`src/rtl/mem_access_unit_pkg.sv`:
```
// Shared widths and state encoding for the MEM-stage data-memory access unit.
package mem_access_unit_pkg;

    localparam int ADDR_LEN = 32;
    localparam int DATA_LEN = 32;

    typedef enum logic [1:0] {
        ST_IDLE = 2'b00,
        ST_REQ  = 2'b01,
        ST_DONE = 2'b10,
        ST_ERR  = 2'b11
    } state_e;

endpackage

```
`src/rtl/mem_access_unit_if.sv`:
```
// Request/acknowledge bus between the access unit (master) and data memory (slave).
interface mem_access_unit_if;
    import mem_access_unit_pkg::*;

    logic                bus_req;
    logic                bus_we;
    logic [ADDR_LEN-1:0] bus_addr;
    logic [DATA_LEN-1:0] bus_wdata;
    logic                bus_ack;
    logic [DATA_LEN-1:0] bus_rdata;

    modport master (
        output bus_req, bus_we, bus_addr, bus_wdata,
        input  bus_ack, bus_rdata
    );

    modport slave (
        input  bus_req, bus_we, bus_addr, bus_wdata,
        output bus_ack, bus_rdata
    );

endinterface

```
`src/rtl/mem_access_unit.sv`:
```
// MEM-stage load/store sequencer: issues one bus request per access, stalls the
// pipeline until ack, and flags misaligned addresses or ack timeouts on mem_err.
module mem_access_unit
    import mem_access_unit_pkg::*;
#(
    parameter int unsigned MAX_WAIT = 255
) (
    input  logic                clk,
    input  logic                rst,
    input  logic [ADDR_LEN-1:0] alu_result_mem,
    input  logic [DATA_LEN-1:0] write_data_mem,
    input  logic                mem_read_flag_mem,
    input  logic                mem_write_flag_mem,
    mem_access_unit_if.master   bus,
    output logic [DATA_LEN-1:0] mem_read_data,
    output logic                stall_mem,
    output logic                mem_err
);

    localparam logic [7:0] WAIT_LIMIT = 8'(MAX_WAIT - 1);

    state_e              state_q, state_d;
    logic [ADDR_LEN-1:0] addr_q, addr_d;
    logic [DATA_LEN-1:0] wdata_q, wdata_d;
    logic                we_q, we_d;
    logic [DATA_LEN-1:0] data_q, data_d;
    logic [7:0]          wait_cnt_q, wait_cnt_d;

    logic access;
    assign access = mem_read_flag_mem | mem_write_flag_mem;

    always_comb begin
        // NOTE: every signal gets a default first so no path leaves one unassigned (no latches).
        state_d    = state_q;
        addr_d     = addr_q;
        wdata_d    = wdata_q;
        we_d       = we_q;
        data_d     = data_q;
        wait_cnt_d = wait_cnt_q;
        stall_mem  = 1'b0;
        mem_err    = 1'b0;

        unique case (state_q)
            ST_IDLE: begin
                if (access) begin
                    stall_mem = 1'b1;
                    if (alu_result_mem[1:0] == 2'b00) begin
                        addr_d     = alu_result_mem;
                        wdata_d    = write_data_mem;
                        we_d       = mem_write_flag_mem;  // load+store together counts as a store
                        wait_cnt_d = '0;
                        state_d    = ST_REQ;
                    end else begin
                        state_d = ST_ERR;
                    end
                end
            end
            ST_REQ: begin
                stall_mem = 1'b1;
                if (bus.bus_ack) begin
                    if (!we_q) data_d = bus.bus_rdata;
                    state_d = ST_DONE;
                end else if (wait_cnt_q == WAIT_LIMIT) begin
                    state_d = ST_ERR;
                end else begin
                    wait_cnt_d = wait_cnt_q + 8'd1;
                end
            end
            ST_DONE: state_d = ST_IDLE;
            ST_ERR: begin
                mem_err = 1'b1;
                state_d = ST_IDLE;
            end
            default: state_d = ST_IDLE;
        endcase
    end

    // NOTE: state uses non-blocking assignments; the reset clears all control and
    // data registers, so bus outputs fall asynchronously with rst.
    always_ff @(posedge clk or negedge rst) begin
        if (!rst) begin
            state_q    <= ST_IDLE;
            addr_q     <= '0;
            wdata_q    <= '0;
            we_q       <= 1'b0;
            data_q     <= '0;
            wait_cnt_q <= '0;
        end else begin
            state_q    <= state_d;
            addr_q     <= addr_d;
            wdata_q    <= wdata_d;
            we_q       <= we_d;
            data_q     <= data_d;
            wait_cnt_q <= wait_cnt_d;
        end
    end

    assign bus.bus_req   = (state_q == ST_REQ);
    assign bus.bus_we    = (state_q == ST_REQ) & we_q;
    assign bus.bus_addr  = addr_q;
    assign bus.bus_wdata = wdata_q;
    assign mem_read_data = (state_q == ST_ERR) ? '0 : data_q;

endmodule
```
`src/flat_wrapper.sv`:
```
// flat-port wrapper written by rule: the top's interface ports become plain ports
module mem_access_unit_flat import mem_access_unit_pkg::*;
#(
    parameter int unsigned MAX_WAIT = 255
)
  (clk, rst, alu_result_mem, write_data_mem, mem_read_flag_mem, mem_write_flag_mem, mem_read_data, stall_mem, mem_err, bus_bus_req, bus_bus_we, bus_bus_addr, bus_bus_wdata, bus_bus_ack, bus_bus_rdata);
  mem_access_unit_if bus_i ();
  input  logic clk;
  input  logic rst;
  input  logic [ADDR_LEN-1:0] alu_result_mem;
  input  logic [DATA_LEN-1:0] write_data_mem;
  input  logic mem_read_flag_mem;
  input  logic mem_write_flag_mem;
  output logic [DATA_LEN-1:0] mem_read_data;
  output logic stall_mem;
  output logic mem_err;
  output wire logic [$bits(bus_i.bus_req)-1:0] bus_bus_req;
  output wire logic [$bits(bus_i.bus_we)-1:0] bus_bus_we;
  output wire logic [$bits(bus_i.bus_addr)-1:0] bus_bus_addr;
  output wire logic [$bits(bus_i.bus_wdata)-1:0] bus_bus_wdata;
  input wire logic [$bits(bus_i.bus_ack)-1:0] bus_bus_ack;
  input wire logic [$bits(bus_i.bus_rdata)-1:0] bus_bus_rdata;
  assign bus_bus_req = bus_i.bus_req;
  assign bus_bus_we = bus_i.bus_we;
  assign bus_bus_addr = bus_i.bus_addr;
  assign bus_bus_wdata = bus_i.bus_wdata;
  assign bus_i.bus_ack = bus_bus_ack;
  assign bus_i.bus_rdata = bus_bus_rdata;
  mem_access_unit #(.MAX_WAIT(MAX_WAIT)) u_core (.clk(clk), .rst(rst), .alu_result_mem(alu_result_mem), .write_data_mem(write_data_mem), .mem_read_flag_mem(mem_read_flag_mem), .mem_write_flag_mem(mem_write_flag_mem), .bus(bus_i), .mem_read_data(mem_read_data), .stall_mem(stall_mem), .mem_err(mem_err));
endmodule
```
`config.mk`:
```
export PLATFORM = sky130hd
export DESIGN_NAME = mem_access_unit_flat
export DESIGN_NICKNAME = d
export VERILOG_FILES = /design/src/rtl/mem_access_unit_pkg.sv /design/src/rtl/mem_access_unit_if.sv /design/src/rtl/mem_access_unit.sv /design/src/flat_wrapper.sv
export SDC_FILE = /design/constraint.sdc
export NUM_CORES = 1
export LEC_CHECK = 0
export CAP_MARGIN = 20
export CORE_MARGIN = 2
export CORE_UTILIZATION = 65
export CTS_CLUSTER_SIZE = 16
export DETAILED_ROUTE_END_ITERATION = 8
export DONT_BUFFER_PORTS = 1
export GPL_ROUTABILITY_DRIVEN = 1
export PLACE_DENSITY = 0.81
export SLEW_MARGIN = 0
export SYNTH_ARGS = -nofsm -noshare
export SYNTH_HDL_FRONTEND = slang
export SYNTH_SLANG_ARGS = --single-unit
```
`constraint.sdc`:
```
create_clock -name clk -period 4.6 [get_ports clk]
set_clock_uncertainty 0.1 [all_clocks]
set_input_delay 0.69 -clock clk [delete_from_list [all_inputs] [get_ports clk]]
set_output_delay 0.69 -clock clk [all_outputs]
set_load 0.005 [all_outputs]
```
==> impl_results.rst <==
.. list-table::
   :header-rows: 1

   * - Metric
     - Value
   * - Largest fanout of any net on the critical path
     - 38
   * - Post-synthesis share of cell area spent on xor and xnor gates
     - 0
   * - Library cell used as clock root buffer
     - sky130_fd_sc_hd__clkbuf_8
   * - Leakage power
     - 2.337 nW
   * - Number of instances in the synthesized netlist
     - 438
   * - Result of the run
     - complete, no violations
   * - GR Util All Layers
     - 0.2300
   * - Number of primary I/O pins
     - roughly 200
   * - Yosys synthesis warning count
     - 0
   * - Clock slew seen by the registers of the worst setup and hold paths
     - 0.09 ns
   * - Largest voltage drop on the vdd net
     - 0.0003559 V
   * - Critical Path Start Type
     - flip-flop
   * - Number of synthesized flops with an enable pin
     - 0
   * - Total Die Area
     - between 7000 and 8000 sq um
   * - Layout filler cell count
     - 496
   * - Bufs on Longest Clock Path
     - 2
   * - Input/output buffers
     - 0
   * - FMAX
     - 0.3693 GHz
   * - Syn Area/Cell
     - between 10 and 15 sq um
   * - Power per cell area
     - 670.3 nW/um^2
   * - Width of the die
     - approximately 87 um
   * - Vias in the first global route
     - 2726
   * - Count of cell types in the netlist
     - 41
   * - Number of failing setup endpoints in the final timing report
     - 0
   * - DR iter-0 viols
     - 119
   * - P&R area growth vs syn
     - 5.692%
   * - Data arrival at the endpoint of the critical path
     - 2.84 ns
   * - Share of synthesized cell area in full adder, half adder and majority cells
     - 0.005580
   * - Number of nets at the end of the flow
     - 535
   * - Synth Register Bits
     - roughly 110
   * - Number of clock buffers inserted by TritonCTS
     - 9
   * - Clock network latency to the later pin of the worst-skew pair
     - around 0.34 ns
   * - Max-slew violation count
     - 0
   * - Net Count, Synth
     - 541
   * - Mapped cell area
     - 4484 sq um
   * - Largest net degree at the start of global routing
     - around 110
   * - Number of buffers inserted to repair setup after CTS
     - 0
   * - Deepest level of the CTS H-tree
     - 3
   * - Clock tree from TritonCTS
     - yes
   * - Count of inserted antenna diode cells
     - 0
   * - Tmin final
     - 2.708 ns
   * - Setup repair after global routing missed its margin
     - false
   * - Gates resized, CTS repair
     - 0
   * - Number of search-and-repair iterations in the first detailed-routing pass
     - 4
   * - Actual slew at the worst max-slew pin
     - 0.8864 ns
   * - TritonCTS Sinks
     - 107
   * - Remaining antenna violation count after routing
     - 0
   * - Starting density of the core
     - 0.6674
   * - Detail-routed via count per cell
     - 5.694
   * - TNS Setup
     - 0 ns
   * - Most instantiated flip-flop cell in the synthesis netlist
     - sky130_fd_sc_hd__dfrtp_1
   * - Max-slew headroom at the worst pin
     - 0.4084
   * - Compound-cell area share of the yosys netlist
     - 0.03265
   * - Number of max-capacitance violations reported
     - 0
   * - PnR worst setup slack
     - 1.892 ns
   * - Post-Synth Simple-Gate Area
     - 0.2480
   * - Detailed-placement wirelength estimate
     - 6379 um
   * - Sequential Area
     - 2678 sq um
   * - Row Count
     - 30
   * - GP Congestion
     - 0.8012
   * - Number of vias after detailed routing
     - slightly below 3000
   * - Dominant combinational cell family by area after synthesis
     - simple AND/OR/NAND/NOR gates
   * - Path type of the worst setup path
     - reg2reg
   * - Floorplan Core Area
     - 6719 sq um
   * - Ratio of cells with drive above 1 in the final layout
     - 0.1468
   * - Pre-CTS setup slack
     - around 1.7 ns
   * - Portion of the post-synthesis area used by sequential elements
     - 0.5971
   * - Wire length of the first global-routing pass
     - 13470 um
   * - Area used by multi-input combinational logic
     - 1675 sq um
   * - Path class of the lowest-slack min-delay path
     - in2async
   * - Count of endpoints failing hold in the final timing report
     - 0
   * - Congestion Overflow GR
     - 0
   * - Required time of the critical path
     - 4.74 ns
   * - Fraction of synthesis flops using an asynchronous set or reset pin
     - 1.000
   * - Post-cts hold buffer count
     - 1
   * - Die Ht
     - just under 90 um
   * - Drt wl/cell
     - about 17 um
   * - Final worst path period share
     - 0.5886
   * - Multiplexer share of the synthesized area
     - 0.08510
   * - Total detailed-routing wirelength
     - 8906 um
   * - Number of antenna violations at the first check in global routing
     - 0
   * - DRC violations left
     - 0
   * - CP endpoint kind
     - flip-flop
==> sequential cells by signal, indices dropped and copies added (netlist names) <==
name,cells
u_core.bus.bus_wdata,32
u_core.bus.bus_addr,32
u_core.wait_cnt_q,8
u_core.we_q,1
u_core.data_q,32
u_core.state_q,2
==> report_power, final <==
part	total [W]	switching, W	leakage (nW)	internal (W)
combinational	0.000850	0.000443	0.918	0.000406
sequential	0.00176	0.000359	1.33	0.00140
clock	0.000570	0.000314	0.0938	0.000256
==> through the flow <==
step	std cells	hold WS (ns)	total power, W	cell area, sq um	utilization
after detailed placement	499	0.2970	0.002618	4494	0.6689
final	516	0.1516	0.003177	4740	0.7054
after CTS	515	0.1841	0.003197	4720	0.7024
after global routing	516	0.2008	0.003412	4740	0.7054
after global placement	499	0.2974	0.002559	4494	0.6689
after floorplan	438	0.2944	0.002390	4484	-
==> final cells by class <==
| class | instances | area share |
|---|---|---|
| well taps | 80 | 0.02112 |
| multi-input cells | 303 | 0.3535 |
| repair buffers | 4 | 0.01320 |
| flip-flops and latches | 107 | 0.5649 |
| clock inverters | 6 | 0.01558 |
| clock buffers | 9 | 0.02614 |
| inverters | 7 | 0.005544 |
==> synth_stat cells (2+ instances only) <==
| cell type | count | area (sq um) |
|---|---|---|
| sky130_fd_sc_hd__a2111oi_0 | 2 | 17.52 |
| sky130_fd_sc_hd__and2_1 | 36 | 225.2 |
| sky130_fd_sc_hd__buf_2 | 7 | 35.03 |
| sky130_fd_sc_hd__buf_6 | 3 | 33.78 |
| sky130_fd_sc_hd__clkbuf_1 | 9 | 33.78 |
| sky130_fd_sc_hd__dfrtp_1 | 107 | 2678 |
| sky130_fd_sc_hd__ha_1 | 2 | 25.02 |
| sky130_fd_sc_hd__inv_1 | 7 | 26.28 |
| sky130_fd_sc_hd__mux2_2 | 33 | 371.6 |
| sky130_fd_sc_hd__nand2_1 | 191 | 716.9 |
| sky130_fd_sc_hd__nand3_1 | 4 | 20.02 |
| sky130_fd_sc_hd__nand4_1 | 2 | 12.51 |
| sky130_fd_sc_hd__nor2_1 | 3 | 11.26 |
| sky130_fd_sc_hd__o211ai_1 | 3 | 22.52 |
| sky130_fd_sc_hd__o21ai_0 | 2 | 10.01 |
| sky130_fd_sc_hd__or2_2 | 2 | 12.51 |
==> cell usage in the layout, fill, tap and decap left out, types with 2 or more instances in the layout <==
cell                           n
sky130_fd_sc_hd__o21ai_0       2
sky130_fd_sc_hd__ha_1          2
sky130_fd_sc_hd__clkinvlp_4    2
sky130_fd_sc_hd__buf_4         2
sky130_fd_sc_hd__nand2_1     190
sky130_fd_sc_hd__or2_2         2
sky130_fd_sc_hd__nand4_1       2
sky130_fd_sc_hd__nand3_1       4
sky130_fd_sc_hd__o211ai_1      3
sky130_fd_sc_hd__a2111oi_0     2
sky130_fd_sc_hd__nor3b_4       2
sky130_fd_sc_hd__dfrtp_1     107
sky130_fd_sc_hd__clkbuf_8      9
sky130_fd_sc_hd__mux2_2       33
sky130_fd_sc_hd__and2_1       35
sky130_fd_sc_hd__inv_1         7
sky130_fd_sc_hd__nor2_1        3
==> worst max-delay path, stage by stage, from the launching register on <==
cell and delay [ns]:
sky130_fd_sc_hd__dfrtp_1 0.47, sky130_fd_sc_hd__nor4_4 0.41, sky130_fd_sc_hd__and2_2 0.52, sky130_fd_sc_hd__buf_4 0.45
sky130_fd_sc_hd__o32a_2 0.29, sky130_fd_sc_hd__mux2_2 0.35
==> worst paths after layout <==
check / from / end / slack, ns / depth (start not counted)
worst max-delay path: u_core.state_q[0]$_DFFE_PN0P_ / u_core.wait_cnt_q[1]$_DFFE_PN0P_ / 1.89 / 5
worst min register to register: u_core.data_q[8]$_DFFE_PN0P_ / u_core.data_q[8]$_DFFE_PN0P_ / 0.40 / 1
worst max register to register: u_core.state_q[0]$_DFFE_PN0P_ / u_core.wait_cnt_q[1]$_DFFE_PN0P_ / 1.89 / 5
max in group asynchronous: rst / u_core.state_q[1]$_DFFE_PN0P_ / 3.84 / 1
worst min-delay path: rst / u_core.bus.bus_wdata[0]$_DFFE_PN0P_ / 0.15 / 1
min in group clk: bus_bus_ack / u_core.state_q[0]$_DFFE_PN0P_ / 0.32 / 1
==> routing by layer <==
metal  wire (um)  vias up  track usage
li1            -     1386            -
met1        3487     1397       0.2820
met2        4410      147       0.3775
met3         893        8      0.07962
met4         115        0      0.08523
met5           0        -            0
==> kinds of logic after synthesis <==
kind of cell | count (synthesis)
multiplexers | 34
AO/OA/AOI/OAI | 18
adder cells (fa/ha/maj) | 2
buffers and inverters | 28
flip-flops | 107
AND/OR/NAND/NOR | 249
Note: power is estimated with default switching activity, not from simulation.
